## config.mk

```make
export PLATFORM = sky130hd
export DESIGN_NAME = branch_predictor
export DESIGN_NICKNAME = d
export VERILOG_FILES = /design/src/rtl/branch_predictor.sv
export SDC_FILE = /design/constraint.sdc
export NUM_CORES = 2
export LEC_CHECK = 0
export ABC_CLOCK_PERIOD_IN_PS = 12600
export CORE_MARGIN = 10
export CORE_UTILIZATION = 30
export DETAILED_ROUTE_END_ITERATION = 8
export MAX_ROUTING_LAYER = met4
export PLACE_DENSITY = 0.56
export SYNTH_ARGS = -nofsm -noshare
export SYNTH_HDL_FRONTEND = slang
export SYNTH_SLANG_ARGS = --single-unit
export TNS_END_PERCENT = 10
```

## constraint.sdc

```tcl
create_clock -name clk -period 12.6 [get_ports clk]
set_input_delay 3.78 -clock clk [delete_from_list [all_inputs] [get_ports clk]]
set_output_delay 3.78 -clock clk [all_outputs]
set_load 0.01 [all_outputs]
```

## src/rtl/branch_predictor.sv

```systemverilog
// Dynamic branch predictor: direct-mapped 2-bit counter table with a BTB.
// Looked up by the IF-stage PC, trained by EX-stage outcomes, with branch/miss statistics.
module branch_predictor #(
    parameter int ENTRIES = 64
) (
    input  logic        clk,
    input  logic        rst_n,
    input  logic [31:0] if_pc,
    output logic        pred_taken,
    output logic [31:0] pred_target,
    input  logic        ex_valid,
    input  logic [31:0] ex_pc,
    input  logic        ex_taken,
    input  logic [31:0] ex_target,
    input  logic        ex_pred_taken,
    input  logic [31:0] ex_pred_target,
    output logic        mispredict,
    output logic [31:0] redirect_pc,
    output logic [31:0] stat_branches,
    output logic [31:0] stat_misses
);

    localparam int IDX_W = $clog2(ENTRIES);
    localparam int TAG_W = 30 - IDX_W;

    logic             valid_q [ENTRIES];
    logic [1:0]       cnt_q   [ENTRIES];
    logic [TAG_W-1:0] tag_q   [ENTRIES];
    logic [31:0]      tgt_q   [ENTRIES];

    logic [IDX_W-1:0] if_idx;
    logic [TAG_W-1:0] if_tag;
    logic             if_hit;
    logic [IDX_W-1:0] ex_idx;
    logic [TAG_W-1:0] ex_tag;
    logic             ex_hit;
    logic [3:0]       unused_pc_bits;

    function automatic logic [1:0] sat_step(input logic [1:0] cnt, input logic taken);
        logic [1:0] nxt;
        nxt = cnt;
        if (taken && cnt != 2'd3)
            nxt = cnt + 2'd1;
        else if (!taken && cnt != 2'd0)
            nxt = cnt - 2'd1;
        return nxt;
    endfunction

    function automatic logic [31:0] seq_pc(input logic [31:0] pc);
        return pc + 32'd4;
    endfunction

    assign unused_pc_bits = {if_pc[1:0], ex_pc[1:0]};

    // Lookup stage: reads the pre-update table, no bypass from the EX write port
    assign if_idx      = if_pc[IDX_W+1:2];
    assign if_tag      = if_pc[31:IDX_W+2];
    assign if_hit      = valid_q[if_idx] && (tag_q[if_idx] == if_tag);
    assign pred_taken  = if_hit && cnt_q[if_idx][1];
    assign pred_target = if_hit ? tgt_q[if_idx] : seq_pc(if_pc);

    // Resolve stage: compare the travelling prediction against the real outcome
    assign ex_idx      = ex_pc[IDX_W+1:2];
    assign ex_tag      = ex_pc[31:IDX_W+2];
    assign ex_hit      = valid_q[ex_idx] && (tag_q[ex_idx] == ex_tag);
    assign mispredict  = ex_valid && ((ex_taken != ex_pred_taken) ||
                                      (ex_taken && (ex_pred_target != ex_target)));
    assign redirect_pc = ex_taken ? ex_target : seq_pc(ex_pc);

    always_ff @(posedge clk or negedge rst_n) begin
        if (!rst_n) begin
            for (int i = 0; i < ENTRIES; i++) begin
                valid_q[i] <= 1'b0;
                cnt_q[i]   <= 2'd1;
            end
        end else if (ex_valid) begin
            if (ex_hit) begin
                cnt_q[ex_idx] <= sat_step(cnt_q[ex_idx], ex_taken);
            end else if (ex_taken) begin
                valid_q[ex_idx] <= 1'b1;
                cnt_q[ex_idx]   <= 2'd2;
            end
        end
    end

    // Tag and target need no reset: a cleared valid bit masks whatever they hold
    always_ff @(posedge clk) begin
        if (ex_valid && ex_taken) begin
            tag_q[ex_idx] <= ex_tag;
            tgt_q[ex_idx] <= ex_target;
        end
    end

    always_ff @(posedge clk or negedge rst_n) begin
        if (!rst_n) begin
            stat_branches <= 32'd0;
            stat_misses   <= 32'd0;
        end else begin
            if (ex_valid)
                stat_branches <= stat_branches + 32'd1;
            if (mispredict)
                stat_misses <= stat_misses + 32'd1;
        end
    end

endmodule

```

==> impl_metrics.yaml <==
outcome:
  status: "finished, violations left"
  violations: "negative setup slack"
synthesis:
  synth.largest_area_cell: "edfxtp_1"
  synth_top_area_share_pct: 65.0
  yosysWarnings: 0
  synth_fp_nets: 8819
  synth-seq-cells: 3840
  synthArstFlopShare_pct: 6.67
  yosys_most_used_dff: "edfxtp_1"
  avgSynthCellArea_um2: 19.1
  synth-edff-count: 3584
  synth_cells: 8680
  synth_cell_types: 78
  synthTopCellsByArea: "edfxtp_1, mux4_2, dfrtp_1"
  syn-cell-area_um2: 166000
  ys_seq_area_share_pct: 68.9
drt:
  post_drt_wl_per_cell_um: 40.8
  first_pass_iters: 9
  drtAntennaViolNets: 0
  remaining_drc_errors: 0
  viasPerCell: 6.21
  drtIter0Drc: 19900
  drt-total-wl_mm: 689
  routed-via-count: 105000
floorplanning:
  start_util_pct: 30.1
  ios: 263
  rows: 272
  die_w_um: 763
  fp.coreArea_um2: 550000
  die-height_um: 763
  die-area_um2: 582000
job:
  max_cap_viol_count: 0
setup_path:
  worstPathRequired_ns: 8.82
  crit_family: "buffers and inverters"
  cp_data_arrival_time_ns: 8.93
  crit_slowest_cell: "clkdlybuf4s50_1"
  start_kind: "input pin"
  cp_max_fo: 59
  crit_path_cell_trace: "buf_8, buf_12, mux4_2, a22o_1, a221oi_1, o22ai_1, nor3_1, xor2_1, nand4_1, nor4_1, buf_4, nand3_4, buf_12, buf_4, mux2_2, clkdlybuf4s50_1"
  regToRegSetupSlack_ns: 6.76
  setup.worst_path.end_class: "primary output"
  path_class: "input pin to primary output"
  worst-path-stages: 16
  rr_worst_depth: 11
  critPathBufInv: 6
  max_stage_delay_ns: 0.56
hold_path:
  min_path_cells: 1
  hold_path.class: "flop to flop"
sta:
  fmax_mhz: 78.7
  drv_slew: 0
  hold_viol: 0
  relSlewSlack_pct: 2.12
  fin_crit_sh_pct: 101
  rsz0062_at_grt: "no"
  worstMarginPinSlew_ns: 1.46
  worst_slack_ns: -0.108
  fin_crit_ns: 12.71
  setup_viol: 12
  fin_skew_ns: 0.0953
global_routing:
  grt_pass1_vias: 101000
  grt_remaining_overflow: 0
  grt_first_pass_wirelength_mm: 917
  grt_max_degree: 141
  grt_usage_pct: 23.4
  antenna_found_initial: 73
cells_and_area:
  nNetsFinal: 9335
  seq_area_um2: 114000
  layout_common_cells: "edfxtp_1, mux4_2, buf_4, clkbuf_16, nand2_1"
  multi_input_comb_area_um2: 48800
  final_common_cell: "edfxtp_1"
  area_growth_pct: 16.3
  layout-drive-gt1-share_pct: 28.7
  fin_area_um2: 193000
  fillers: 50700
cts:
  cts_inserted_buffers: 412
  cts_tree: "built"
  htreeDepth: 5
  clock_sinks: 3840
  clkLatencyLatePin_ns: 1.03
  clk_pin_slew_ns: 0.06
  cts_setup_buffers: 0
  cts_resized: 0
  holdBufCountCts: 0
  clockBufferDepth: 4
  root_buffer: "clkbuf_16"
power_and_ir_drop:
  cellPowerDensity_nw_per_um2: 148
  ir_drop_v: 0.000127
  power_leakage_nw: 60.6
placement:
  gp_congestion: 0.961
  hpwlAfterDp_mm: 400
  pre_cts_ws_ns: 0.190
  dpl_cell_area_um2: 179000
  portBuffers: 262
-- flip-flops by register name (all words and copies together), names as in the netlist --
| name | count |
|---|---|
| tgt_q | 2048 |
| tag_q | 1536 |
| cnt_q | 128 |
| valid_q | 64 |
| stat_branches | 32 |
| stat_misses | 32 |
-- final timing paths --
kind                              startpoint                 to
setup / recovery                    if_pc[3]    pred_target[17]
hold / removal             stat_branches[31]  stat_branches[31]
setup reg to reg               tag_q[55][14]          cnt_q[14]
hold reg to reg            stat_branches[31]  stat_branches[31]
max in group asynchronous              rst_n  stat_branches[13]
min in group asynchronous              rst_n          cnt_q[25]
-- through the flow --
step | total power, mW | hold slack [ns] | TNS (ns) | std cells | utilization, %
floorplan | 15.5 | 0.439 | 0 | 8680 | -
global placement | 16.6 | 0.456 | 0 | 16000 | 32.6
detailed placement | 16.6 | 0.460 | 0 | 16000 | 32.6
CTS | 28.5 | 0.472 | 0 | 16800 | 35.0
global route | 29.2 | 0.481 | 0 | 16900 | 35.0
finish | 28.5 | 0.477 | -1.10 | 16900 | 35.0
-- worst register-to-register path, stage by stage (launching register included) --
cell       delay [ns]
edfxtp_1         0.39
mux4_2           0.49
and3_1           0.26
a221o_1          0.38
a2111oi_0        0.58
and4b_1          0.36
xnor2_1          0.21
or4_1            0.71
nor4_1           0.81
nand3_2          0.71
buf_4            0.53
o21ai_0          0.27
-- layout make-up --
| class | count | area share, % |
|---|---|---|
| antenna | 80 | 0.104 |
| clock buffer | 505 | 5.60 |
| clock inverter | 253 | 1.31 |
| inverter | 105 | 0.261 |
| multi-input combinational | 4091 | 25.3 |
| sequential | 3840 | 59.2 |
| tap | 7261 | 4.72 |
| timing repair buffer | 746 | 3.42 |
-- cells by family (layout without fill, tap and decap cells) --
logic type      Yosys count  count (layout)  synth area share (%)
xor+xnor                193             193                  1.02
fa+ha+maj                 6               6                0.0453
other cells               0              80                     0
simple gates           1018            1018                  3.13
mux                    1646            1646                  19.6
buf+inv                 749            1609                  1.98
flops                  3840            3840                  68.9
compound gates         1228            1228                  5.33
-- metal layers --
layer / vias up / part of all wire, % / GRT usage [%]
li1: 37800 / - / -
met1: 55700 / 36 / 29.6
met2: 9180 / 43 / 32.7
met3: 2150 / 14 / 8.10
met4: 0 / 6.8 / 13.3
met5: - / 0 / -
-- where the power goes --
group	internal [mW]	total, mW	switching, mW
clock network	6.89	12.1	5.24
registers	14.0	14.1	0.0705
logic	0.818	2.29	1.47
total	21.7	28.5	6.79
-- synth_stat cells (41+ instances only) --
library cell  number
buf_1            105
a21o_1            67
mux2i_1          256
dfrtp_1          192
dfstp_2           64
a211oi_1          90
o22ai_1           87
buf_2            147
nand3_1           97
xnor2_1          115
a21oi_1          130
mux2_2           121
mux4_2          1266
a221oi_1         151
clkbuf_1         337
a22oi_1          195
nand2_1          303
xor2_1            78
nor4_1            70
nor2_1           189
inv_1            101
edfxtp_1        3584
a22o_1            41
nor3_1            77
nand4_1           41
o21ai_0          161
(Power assumes the default switching activity.)
